<file path="src/rtl/param_array_streamer_if.sv">
// Valid/ready beat stream carrying one table entry and its index.
interface param_array_streamer_if #(
    parameter int unsigned WIDTH = 32,
    parameter int unsigned IDXW  = 2
);
    logic             out_valid;
    logic             out_ready;
    logic [WIDTH-1:0] out_data;
    logic [IDXW-1:0]  out_index;
    logic             out_last;

    modport master (
        output out_valid,
        input  out_ready,
        output out_data,
        output out_index,
        output out_last
    );

    modport slave (
        input  out_valid,
        output out_ready,
        input  out_data,
        input  out_index,
        input  out_last
    );
endinterface

</file>
<file path="src/rtl/param_array_streamer.sv">
// Streams a constant parameter table in index order on start, accumulating
// the sum of every accepted beat.
module param_array_streamer #(
    parameter int unsigned      WIDTH = 32,
    parameter int unsigned      DEPTH = 4,
    parameter logic [WIDTH-1:0] TABLE [0:DEPTH-1] = '{32'd121, 32'd110, 32'd2, 32'd20},
    parameter int unsigned      IDXW  = $clog2(DEPTH)
) (
    input  logic                       clk,
    input  logic                       rst,
    input  logic                       start,
    param_array_streamer_if.master     out_if,
    output logic                       busy,
    output logic                       done,
    output logic [WIDTH+IDXW:0]        sum
);
    localparam int unsigned SUMW = WIDTH + IDXW + 1;
    localparam logic [IDXW-1:0] LAST_IDX = IDXW'(DEPTH - 1);

    typedef enum logic [1:0] {
        S_IDLE,
        S_STREAM,
        S_DONE
    } state_t;

    state_t            state_q, state_d;
    logic              valid_q, valid_d;
    logic              last_q,  last_d;
    logic [IDXW-1:0]   idx_q,   idx_d;
    logic [WIDTH-1:0]  data_q,  data_d;
    logic [SUMW-1:0]   sum_q,   sum_d;
    logic [IDXW-1:0]   idx_nxt;

    always_ff @(posedge clk) begin
        if (rst) begin
            state_q <= S_IDLE;
            valid_q <= 1'b0;
            last_q  <= 1'b0;
            idx_q   <= '0;
            data_q  <= '0;
            sum_q   <= '0;
        end else begin
            state_q <= state_d;
            valid_q <= valid_d;
            last_q  <= last_d;
            idx_q   <= idx_d;
            data_q  <= data_d;
            sum_q   <= sum_d;
        end
    end

    always_comb begin
        state_d = state_q;
        valid_d = valid_q;
        last_d  = last_q;
        idx_d   = idx_q;
        data_d  = data_q;
        sum_d   = sum_q;
        idx_nxt = idx_q + 1'b1;

        unique case (state_q)
            S_IDLE: begin
                if (start) begin
                    state_d = S_STREAM;
                    valid_d = 1'b1;
                    idx_d   = '0;
                    data_d  = TABLE[0];
                    last_d  = 1'b0;
                    sum_d   = '0;
                end
            end
            S_STREAM: begin
                if (valid_q && out_if.out_ready) begin
                    sum_d = sum_q + SUMW'(data_q);
                    if (idx_q == LAST_IDX) begin
                        // Outputs fall back to their idle values so data reads zero when invalid.
                        state_d = S_DONE;
                        valid_d = 1'b0;
                        last_d  = 1'b0;
                        idx_d   = '0;
                        data_d  = '0;
                    end else begin
                        idx_d   = idx_nxt;
                        data_d  = TABLE[idx_nxt];
                        last_d  = (idx_nxt == LAST_IDX);
                    end
                end
            end
            S_DONE: begin
                state_d = S_IDLE;
            end
            default: begin
                state_d = S_IDLE;
            end
        endcase
    end

    assign out_if.out_valid = valid_q;
    assign out_if.out_data  = data_q;
    assign out_if.out_index = idx_q;
    assign out_if.out_last  = last_q;
    assign busy             = (state_q == S_STREAM);
    assign done             = (state_q == S_DONE);
    assign sum              = sum_q;
endmodule

</file>
<file path="src/flat_wrapper.sv">
// flat-port wrapper written by rule: the top's interface ports become plain ports
module param_array_streamer_flat 
#(
    parameter int unsigned      WIDTH = 32,
    parameter int unsigned      DEPTH = 4,
    parameter logic [WIDTH-1:0] TABLE [0:DEPTH-1] = '{32'd121, 32'd110, 32'd2, 32'd20},
    parameter int unsigned      IDXW  = $clog2(DEPTH)
)
  (clk, rst, start, busy, done, sum, out_if_out_valid, out_if_out_ready, out_if_out_data, out_if_out_index, out_if_out_last);
  param_array_streamer_if #(.WIDTH(WIDTH), .IDXW(IDXW)) out_if_i ();
  input  logic clk;
  input  logic rst;
  input  logic start;
  output logic busy;
  output logic done;
  output logic [WIDTH+IDXW:0] sum;
  output wire logic [$bits(out_if_i.out_valid)-1:0] out_if_out_valid;
  input wire logic [$bits(out_if_i.out_ready)-1:0] out_if_out_ready;
  output wire logic [$bits(out_if_i.out_data)-1:0] out_if_out_data;
  output wire logic [$bits(out_if_i.out_index)-1:0] out_if_out_index;
  output wire logic [$bits(out_if_i.out_last)-1:0] out_if_out_last;
  assign out_if_out_valid = out_if_i.out_valid;
  assign out_if_i.out_ready = out_if_out_ready;
  assign out_if_out_data = out_if_i.out_data;
  assign out_if_out_index = out_if_i.out_index;
  assign out_if_out_last = out_if_i.out_last;
  param_array_streamer #(.WIDTH(WIDTH), .DEPTH(DEPTH), .TABLE(TABLE), .IDXW(IDXW)) u_core (.clk(clk), .rst(rst), .start(start), .out_if(out_if_i), .busy(busy), .done(done), .sum(sum));
endmodule
</file>
<file path="config.mk">
export PLATFORM = sky130hd
export DESIGN_NAME = param_array_streamer_flat
export DESIGN_NICKNAME = d
export VERILOG_FILES = /design/src/rtl/param_array_streamer_if.sv /design/src/rtl/param_array_streamer.sv /design/src/flat_wrapper.sv
export SDC_FILE = /design/constraint.sdc
export NUM_CORES = 1
export LEC_CHECK = 0
export BUFFER_PORTS_ARGS = -buffer_cell sky130_fd_sc_hd__buf_4
export CORE_MARGIN = 5
export CORE_UTILIZATION = 56
export CTS_CLUSTER_SIZE = 16
export DETAILED_ROUTE_END_ITERATION = 7
export PLACE_DENSITY_LB_ADDON = 0.25
export SLEW_MARGIN = 0
export SYNTH_ARGS = -nofsm -noshare
export SYNTH_HDL_FRONTEND = slang
export SYNTH_SLANG_ARGS = --single-unit
</file>
<file path="constraint.sdc">
create_clock -name clk -period 3.6 [get_ports clk]
set_input_delay 0 -clock clk [delete_from_list [all_inputs] [get_ports clk]]
set_output_delay 0 -clock clk [all_outputs]
set_load 0.02 [all_outputs]
</file>
==> results.txt <==
n_diodes: 0
I/O pin total: 77
share of the synthesized area in the top cell type: 0.347
worst endpoint required time: 3.82 ns
Clock Latency Late Sink: 0.30 ns
post-layout minimum cycle time: 2.23 ns
share of cells above drive strength 1: 0.216
cts repair resizes: 0
port bufs: 51
DRC: 0
root buffer cell: clkbuf_8
prevailing post-synth register cell: dfxtp_1
pwr/cell area: 321 nW/um^2
status: finished, final reports clean
synthesized flop and latch total: 46
vias in the first global route: 2146
Slew Limit Fails: 0
yosys synthesis warning count: 0
first-pass GRT wire length: 10000 um
skew final: 0.0113 ns
Vias/cell: 5.67
period utilisation layout: 0.620
EDFF count, synth: 0
die height: 78.8 um
Worst Path Max Fanout: 11
Final Hold Fails: 0
final setup vio count: 0
top cells by area, synth: dfxtp_1 (35%), buf_4 (7.6%), ha_1 (5.7%), nor2_1 (4.1%), o211ai_1 (4.0%)
dpl ws: 1.42 ns
Worst Setup End Kind: register
Distinct cells, synth: 54
Max-slew headroom: 0.405
Setup CP Type: reg -> reg
post-route setup TNS: 0 ns
CTS tree: yes
Final nets: 368
synth cell count leaders: dfxtp_1 (46), nor2_1 (29), buf_4 (27), nand2_1 (27), a21oi_1 (19)
post-DP HPWL: 4370 um
Mapped Area: 2650 sq um
initial antenna violation count: 0
core area: 4660 sq um
slew at the pin closest to its max-slew limit: 0.891 ns
Synth Instances: 303
GRT Total Usage: 0.197
CTS max path bufs: 2
GRT Residual Overflow: 0
Via Count: 2301
cts bufs inserted: 5
Worst EP arrival: 2.46 ns
register area share after synthesis: 0.347
f_max: 0.448 GHz
FILL cells: 398
TritonCTS Sinks: 46
top-count cell post-synth: dfxtp_1
Max-cap violations: 0
initial detailed-routing violation count: 84
maximum vdd ir drop: 0.275 mV
overall routed net length: 5910 um
worst hold path type: in -> reg
Setup crit start kind: register
largest net degree at the start of global routing: 28
syn_area_per_cell: 8.75 sq um
Leak: 1.33 nW
DR WL/cell: 14.6 um
Routed Antenna Nets: 0
leading area contributor after synthesis: dfxtp_1
RePlAce Congestion: 0.859
clock-pin slew on the worst setup and hold paths: 0.09 ns
Row Count: 25
Die X: 78.8 um
DR pass1 iterations: 5
Hold Slack: 0.0520 ns
Async S/R FF share, synth: 0
final setup margin: 1.37 ns
initial core utilization: 0.569
Max H-tree Level: 2
die footprint: 6210 sq um
area grow syn2layout: 15.7%
setup bufs post-CTS: 0
unrepaired setup endpoints after global routing: false
## cells by family after synthesis
logic type,count (synthesis),share of synthesized area
AND/OR/NAND/NOR,111,0.225
AO/OA/AOI/OAI,67,0.185
flip-flops,46,0.347
buffers and inverters,42,0.0991
XOR/XNOR,19,0.0627
adder cells (fa/ha/maj),13,0.0641
multiplexers,4,0.0151
other,1,0.00141
## layout by cell type (no fill, tap or decap), types with 3 or more instances in the layout
master and instances:
clkbuf_8 6, or3_1 8, o211ai_1 14, mux2i_1 4, nand3_1 10, ha_1 12, a21o_1 4, nand4_1 4
a211oi_1 6, and3_1 5, o2111ai_1 3, dfxtp_1 46, xor2_1 9, xnor2_1 10, inv_1 5, a21oi_1 19
nor3_1 5, o21ai_0 6, nand2_1 27, nor2_1 29, conb_1 25, buf_4 53, or4_1 5
## registers in the layout (all words and copies together), names as in the netlist
signal                   count
u_core.sum                  35
u_core.out_if.out_data       5
u_core.out_if.out_index      2
u_core.state_q               2
u_core.out_if.out_last       1
u_core.out_if.out_valid      1
## power breakdown
group          leakage (nW)  switching (mW)  internal [mW]  total (mW)
registers             0.372          0.0110          0.516       0.527
clock network        0.0472           0.175          0.155       0.330
logic                 0.910          0.0902         0.0364       0.127
## critical path: stages, from the launching register on
cell and delay (ns):
dfxtp_1 0.41, ha_1 0.42, nand3_1 0.15, nor3_1 0.21, buf_4 0.21, o211ai_1 0.22, or3_1 0.41, a21oi_1 0.14
## routing by layer
layer,up-vias,track usage,share of wire
li1,1134,-,-
met3,7,0.0465,0.059
met1,1096,0.251,0.44
met4,0,0.0464,0.011
met2,64,0.337,0.49
met5,-,0,0
## area by class of cell
cell class              count  area (sq um)  area share
clock inverters             2          12.5     0.00408
multi-input cells         239          1560       0.508
well taps                  54          67.6      0.0220
flip-flops and latches     46           921       0.300
repair buffers             54           408       0.133
inverters                   5          18.8     0.00611
clock buffers               6          82.6      0.0269
## worst paths after layout
kind              slack, ns                                       to  cells after the start                              startpoint
setup / recovery       1.37              u_core.sum[19]$_SDFFE_PP0P_                      7  u_core.out_if.out_data[5]$_SDFFE_PP0P_
hold / removal         0.05  u_core.out_if.out_index[0]$_SDFFE_PP0P_                      2                                     rst
setup reg to reg       1.37              u_core.sum[19]$_SDFFE_PP0P_                      7  u_core.out_if.out_data[5]$_SDFFE_PP0P_
hold reg to reg        0.48               u_core.sum[0]$_SDFFE_PP0P_                      2              u_core.sum[0]$_SDFFE_PP0P_
## repair_timing
action | in CTS | in global routing
setup endpoints to repair | 0 | 0
hold buffers | 1 | 0
endpoints found under the hold margin | 1 | 0
## metrics by stage
step | std cells | total power, mW | area (sq um) | util
after floorplan | 327 | 0.653 | 2740 | -
after global placement | 397 | 0.662 | 2960 | 0.636
after detailed placement | 397 | 0.664 | 2960 | 0.636
after CTS | 406 | 0.990 | 3070 | 0.659
after global routing | 406 | 1.02 | 3070 | 0.659
final | 406 | 0.984 | 3070 | 0.659
No activity file was read; power rests on OpenSTA's default activity.
